$ cat src/rtl/fifo_wr_arbiter.sv
// Round-robin arbiter sharing one FIFO write port among NREQ requesters, in bursts of up to BURST words.
// First write lands one cycle after the request is seen. Every release costs one idle cycle. full stalls the current grant in place.
module fifo_wr_arbiter #(
  parameter int WIDTH = 18,
  parameter int NREQ  = 4,
  parameter int BURST = 8
) (
  input  logic                  wrclk,
  input  logic                  reset_n,
  input  logic [NREQ-1:0]       req_valid,
  input  logic [NREQ*WIDTH-1:0] req_data,
  output logic [NREQ-1:0]       req_ready,
  output logic                  wr,
  output logic [WIDTH-1:0]      datain,
  input  logic                  full,
  output logic [NREQ-1:0]       grant,
  output logic                  busy
);

  localparam int PW = (NREQ > 1) ? $clog2(NREQ) : 1;
  localparam int CW = $clog2(BURST + 1);

  typedef enum logic {
    S_IDLE,
    S_GRANT
  } state_e;

  state_e            state_q, state_d;
  logic [NREQ-1:0]   grant_q, grant_d;
  logic [PW-1:0]     ptr_q, ptr_d;
  logic [CW-1:0]     cnt_q, cnt_d;

  logic [PW-1:0]     gidx;
  logic [PW-1:0]     win_idx;
  logic              win_vld;
  logic              g_valid;
  logic              xfer;

  // Index of the granted requester; grant_q is one-hot or zero.
  always_comb begin
    gidx = '0;
    for (int i = 0; i < NREQ; i++) begin
      if (grant_q[i]) gidx = PW'(i);
    end
  end

  // Scan from ptr upward with wrap; walk backwards so the nearest valid index wins.
  always_comb begin
    win_idx = '0;
    win_vld = 1'b0;
    for (int k = NREQ - 1; k >= 0; k--) begin
      if (req_valid[(int'(ptr_q) + k) % NREQ]) begin
        win_vld = 1'b1;
        win_idx = PW'((int'(ptr_q) + k) % NREQ);
      end
    end
  end

  assign g_valid = req_valid[gidx];
  assign busy    = (state_q == S_GRANT);
  assign grant   = grant_q;
  assign xfer    = busy & g_valid & ~full;
  assign wr      = xfer;

  always_comb begin
    req_ready = '0;
    datain    = '0;
    if (busy) begin
      req_ready = full ? '0 : grant_q;
      datain    = req_data[int'(gidx)*WIDTH +: WIDTH];
    end
  end

  always_comb begin
    state_d = state_q;
    grant_d = grant_q;
    ptr_d   = ptr_q;
    cnt_d   = cnt_q;
    case (state_q)
      S_IDLE: begin
        if (win_vld) begin
          state_d          = S_GRANT;
          grant_d          = '0;
          grant_d[win_idx] = 1'b1;
          cnt_d            = '0;
        end
      end
      S_GRANT: begin
        // A requester that drops out releases even under full; otherwise full just holds everything.
        if (!g_valid || (xfer && cnt_q == CW'(BURST - 1))) begin
          state_d = S_IDLE;
          grant_d = '0;
          cnt_d   = '0;
          ptr_d   = PW'((int'(gidx) + 1) % NREQ);
        end else if (xfer) begin
          cnt_d = cnt_q + 1'b1;
        end
      end
      default: begin
        state_d = S_IDLE;
        grant_d = '0;
        cnt_d   = '0;
      end
    endcase
  end

  always_ff @(posedge wrclk or negedge reset_n) begin
    if (!reset_n) begin
      state_q <= S_IDLE;
      grant_q <= '0;
      ptr_q   <= '0;
      cnt_q   <= '0;
    end else begin
      state_q <= state_d;
      grant_q <= grant_d;
      ptr_q   <= ptr_d;
      cnt_q   <= cnt_d;
    end
  end

endmodule

$ cat config.mk
export PLATFORM = sky130hd
export DESIGN_NAME = fifo_wr_arbiter
export DESIGN_NICKNAME = d
export VERILOG_FILES = /design/src/rtl/fifo_wr_arbiter.sv
export SDC_FILE = /design/constraint.sdc
export NUM_CORES = 1
export LEC_CHECK = 0
export CAP_MARGIN = 20
export CORE_AREA = 2 2 65 67
export CTS_CLUSTER_DIAMETER = 150
export CTS_CLUSTER_SIZE = 24
export DETAILED_ROUTE_END_ITERATION = 10
export DIE_AREA = 0 0 67 69
export PLACE_DENSITY = 0.95
export SKIP_CTS_REPAIR_TIMING = 1
export SYNTH_ARGS = -nofsm -noshare
export SYNTH_HDL_FRONTEND = slang
export SYNTH_SLANG_ARGS = --single-unit
$ cat constraint.sdc
create_clock -name wrclk -period 3.05 [get_ports wrclk]
set_input_delay 0.4575 -clock wrclk [delete_from_list [all_inputs] [get_ports wrclk]]
set_output_delay 0.4575 -clock wrclk [all_outputs]
set_load 0.02 [all_outputs]
# [After elaboration in Yosys (flattened, before gate mapping)]
# Cells that the tools add are included.
[op_classes] eq_ne=4 muxes=39 div=0 shift=1 n_bitwise=7 mul=1 order_cmp=7 addsub=5 n_reduce_logical=10
[ops] operator="72-bit by 8-bit indexed part select with 18-bit output" count=1
[ops] operator="4-bit 2-to-1 mux" count=7
[ops] operator="18-bit 2-to-1 mux" count=1
[ops] operator="1-bit 2-to-1 mux" count=16
[ops] operator="4-bit one-hot mux with 2 select lines" count=2
[ops] operator="3-bit by 4-bit less-than comparator with 1-bit output, second input constant" count=3
[ops] operator="2-bit 2-to-1 mux" count=6
[ops] operator="1-bit binary-select mux with 2-bit select" count=5
[ops] operator="2-bit by 3-bit less-than comparator with 1-bit output, second input constant" count=3
[ops] operator="2-bit by 4-bit multiplier with 6-bit output, second input constant" count=1
[ops] operator="2-bit AND reduction" count=3
[ops] operator="2-bit OR reduction" count=3
[ops] operator="2-bit by 1-bit adder with 2-bit output, second input constant" count=2
[ops] operator="2-bit adder, second input constant" count=2
[ops] operator="4-bit by 1-bit adder with 4-bit output, second input constant" count=1
[ops] operator="4-bit by 3-bit equality test with 1-bit output, second input constant" count=1
[ops] operator="1-bit bitwise AND, first input constant" count=3
[ops] operator="3-bit by 1-bit != test with 1-bit output, second input constant" count=1
[ops] operator="1-bit bitwise AND" count=2
[ops] operator="1-bit demux with 2-bit select" count=1
[ops] operator="2-bit by 1-bit >= comparator with 1-bit output, second input constant" count=1
[ops] operator="1-bit logical AND" count=2
[ops] operator="2-bit by 1-bit != test with 1-bit output, second input constant" count=1
[ops] operator="2-bit != test, second input constant" count=1
[ops] operator="4 further kinds" count=5
[word_totals] out_inout_bits=28 romBits=0 mem_bits_rw=0 latch_bits=0 reg_bits=11 n_memories=0 elab_cells=78 inputBits=79

# [Longest topological paths before layout]
[depth] ltp_word=16 ltp_mapped=6 depth_no_buf=4

# [Worst setup path before layout]
# OpenSTA, ideal clock, no wires.
[synth_path] path_kind="reg2out" startpoint="reg grant_q[1] (netlist: grant[1])" endpoint="out datain[10]" path_buffers=2 slack_ns=1.101 t_required_ns=2.592 stages_incl_launch_ff=7 t_arrival_ns=1.491 cell_sequence="dfrtp_1 -> buf_4 -> buf_2 -> mux2i_1 -> o21ai_0 -> mux2i_1 -> nor2b_1"
[synth_between] elab_chain_len=6
[synth_rtl] element="from (decl)" line_no="29" text="logic [NREQ-1:0] grant_q, grant_d;"
[synth_rtl] element="from (signal assigned)" line_no="115" text="grant_q <= grant_d;"
[synth_rtl] element="1-bit 2-to-1 mux" line_no="43" text="if (grant_q[i]) gidx = PW'(i);"
[synth_rtl] element="2-bit 2-to-1 mux (2 in series)" line_no="43"
[synth_rtl] element="2-bit by 4-bit multiplier with 6-bit output" line_no="70" text="datain = req_data[int'(gidx)*WIDTH +: WIDTH];"
[synth_rtl] element="72-bit by 8-bit indexed part select with 18-bit output" line_no="70"
[synth_rtl] element="18-bit 2-to-1 mux" line_no="68" text="if (busy) begin"
[synth_rtl] element="to (decl)" line_no="14" text="output logic [WIDTH-1:0] datain,"
# No other way between the ends.

# [Final worst setup path]
[layout_path] startpoint="reg grant_q[1] (netlist: grant[1])" endpoint="out datain[3]"
# Same word-level chain as after synthesis.

==> flow_metrics.env <==
export IMPL_worstSetupStartpoint="grant[1]"
export IMPL_worstSetupEndpointType="output port"
export IMPL_tightest_slew_ps=566
export IMPL_critPathMaxFanout=10
export IMPL_hold_violations=0
export IMPL_grt_util_all_layers_pct=20.0
export IMPL_antenna_cells=0
export IMPL_slew_violations=0
export IMPL_crit_end="datain[3]"
export IMPL_powerDensity_mw_per_mm2=742
export IMPL_die_w_um=67
export IMPL_finalClockSkew_ps=3.06
export IMPL_ys_seq_area_share_pct=19.6
export IMPL_fp_dieH_um=69
export IMPL_grt_pass1_wl_mm=7.45
export IMPL_ys_warn_count=0
export IMPL_grt_antenna_before_repair=0
export IMPL_arrival_ps=2360
export IMPL_syn_to_final_growth_pct=84.2
export IMPL_wire_per_inst_um=15.0
export IMPL_final_cells=323
export IMPL_ant_nets=0
export IMPL_slew_headroom_pct=62.2
export IMPL_routabilityCongestion=0.850
export IMPL_r2r_start="grant[1]"
export IMPL_period_share_pct=92.5
export IMPL_numPortBuffers=106
export IMPL_r2r_cells=5
export IMPL_synth_compound_area_share_pct=21.0
export IMPL_fmaxAchievable_ghz=0.355
export IMPL_finalSetupViolCount=0
export IMPL_hold_path_class="reg -> reg"
export IMPL_r2r_end="ptr_q[0]"
export IMPL_drc=0
export IMPL_synthDistinctLibCells=33
export IMPL_cts_tree="yes"
export IMPL_critPathSlowestCell="dfrtp_1"
export IMPL_post_route_util_pct=66.2
export IMPL_synthAdderAreaFrac_pct=0.890
export IMPL_worstSetupPathType="reg -> out"
export IMPL_num_io_pins=107
export IMPL_cts_buffer_depth=2
export IMPL_dr_total_vias=1661
export IMPL_synth_top_family_by_area="multiplexers"
export IMPL_dr_first_iter_drc_count=63
export IMPL_post_synth_cell_area_avg_um2=8.32
export IMPL_final_common_cell="clkdlybuf4s50_1"
export IMPL_cp_slowest_stage_delay_ps=690
export IMPL_synth_xor_area_share_pct=0.623
export IMPL_firstDrtPassIters=4
export IMPL_grt_overflow_total=0
export IMPL_synth_area_leaders="mux2i_1 (28%), dfrtp_1 (20%), nor2b_1 (8.9%)"
export IMPL_clk_pin_slew_ps=50
export IMPL_nets=354
export IMPL_row_count=23
export IMPL_crit_chain="buf_4 -> mux2i_1 -> o21ai_0 -> mux2i_1 -> nor2b_1 -> clkdlybuf4s50_1"
export IMPL_root_buffer="clkbuf_8"
export IMPL_cts_buffers=3
export IMPL_grt_pass1_vias=1617
export IMPL_p_total_uw=1920
export IMPL_synth_simple_area_share_pct=23.0
export IMPL_dp_cells=319
export IMPL_drt_wl_total_mm=4.83
export IMPL_clk_latency_ps=240
export IMPL_start_util_pct=35.9
export IMPL_synth_top_area_share_pct=27.8
export IMPL_grt_max_degree=28
export IMPL_fp_dieArea_mm2=0.00462
export IMPL_outcome="finished clean"
export IMPL_core_mm2=0.00391
export IMPL_design_area_mm2=0.00259
export IMPL_p_leak_uw=0.00100
export IMPL_setup_tns_ps=0
export IMPL_crit_top_cell="mux2i_1"
export IMPL_layout_common_cells="clkdlybuf4s50_1 (106), mux2i_1 (39), nor2b_1 (20)"
export IMPL_ir_drop_mv=0.500
export IMPL_max_cap_violations=0
export IMPL_synth_top_area_cell="mux2i_1"
export IMPL_rsz0062_at_grt="no"
export IMPL_hpwl_mm=3.99
export IMPL_h_tree_depth=1
export IMPL_period_minus_slack_ps=2820
export IMPL_ys_ff_latch=11
export IMPL_synth_cell_area_mm2=0.00141
export IMPL_synthMuxAreaShare_pct=29.4
export IMPL_vias_per_cell=5.14
export IMPL_dpl_instance_area_mm2=0.00254
export IMPL_cts_sinks=11
export IMPL_start_kind="flip-flop"
export IMPL_r2r_slack_ps=1050
export IMPL_critPathRequiredTime_ps=2590
export IMPL_netlist_instances=169
export IMPL_syn_nets=249
export IMPL_layout_drive_gt1_share_pct=8.42
[per-stage QoR]
step / hold slack [ps] / setup WS, ps
finish: 510 / 230
CTS: 513 / 197
global route: 534 / 98.0
detailed placement: 506 / 315
global placement: 503 / 348
floorplan: 162 / 1100
[flip-flops by register name, summed over array words and instances (netlist names)]
register	count
cnt_q	4
grant	4
ptr_q	2
busy	1
[cell families after synthesis]
group                    after synthesis
multiplexers                          41
flip-flops                            11
buffers and inverters                 17
AND/OR/NAND/NOR                       57
adder cells (fa/ha/maj)                1
XOR/XNOR                               1
AO/OA/AOI/OAI                         41
[how the worst min path moves through the flow]
stage	from	endpoint	slack [ps]	cells after the start
finish	cnt_q[0]	cnt_q[0]	510	1
global route	cnt_q[0]	cnt_q[0]	530	1
CTS	cnt_q[0]	cnt_q[0]	510	1
detailed placement	cnt_q[0]	cnt_q[0]	510	1
global placement	cnt_q[0]	cnt_q[0]	500	1
floorplan	reset_n	busy	160	0
[layout make-up]
type                            instances  area, um2
Timing Repair Buffer                  113       1140
Inverter                                4       15.0
Clock buffer                            3       41.3
Multi-Input combinational cell        141       1050
Tap cell                               50       62.6
Sequential cell                        11        275
Fill cell                             320       1320
Clock inverter                          1       5.00
[Yosys cell counts]
cell type / instances
xnor2_1: 1
buf_2: 3
ha_1: 1
o22ai_1: 1
mux2i_1: 39
o211ai_1: 1
and2b_2: 1
a221oi_4: 1
a21oi_1: 3
o221ai_1: 1
a32o_1: 6
o21a_1: 1
nand4b_4: 1
clkbuf_1: 7
nand2b_1: 1
o221a_2: 1
nor2_1: 5
o22a_1: 1
inv_1: 4
nor4_1: 1
buf_4: 3
nand2_1: 19
mux2_1: 2
nand3_1: 2
and2_2: 6
nor3b_1: 1
a21o_1: 2
nor2b_1: 20
a21bo_1: 1
dfrtp_1: 11
a31o_2: 2
o21ai_0: 19
a31oi_1: 1
[where the power goes]
group | leakage [uW] | switching (uW) | total [uW] | internal (uW)
Combinational | 0.000832 | 675 | 1460 | 785
Clock | 0.0000255 | 56.2 | 146 | 89.8
Sequential | 0.000143 | 124 | 316 | 193
Total | 0.00100 | 855 | 1920 | 1070
[critical path, delay by kind of cell (launching register included)]
family                 cells  cell delay [ps]
and+or+nand+nor            1              120
muxes                      2              190
AOI/OAI and AO/OA          1              200
DFF                        1              690
buffers and inverters      2              920
[per-layer routing]
| layer | track usage (%) | part of all wire, % | vias to the layer above |
|---|---|---|---|
| met1 | 22.3 | 39 | 768 |
| li1 | - | - | 819 |
| met4 | 4.99 | 1.9 | 0 |
| met3 | 4.89 | 8.9 | 9 |
| met2 | 36.6 | 50 | 65 |
| met5 | 0 | 0 | - |
(Power assumes the default switching activity.)
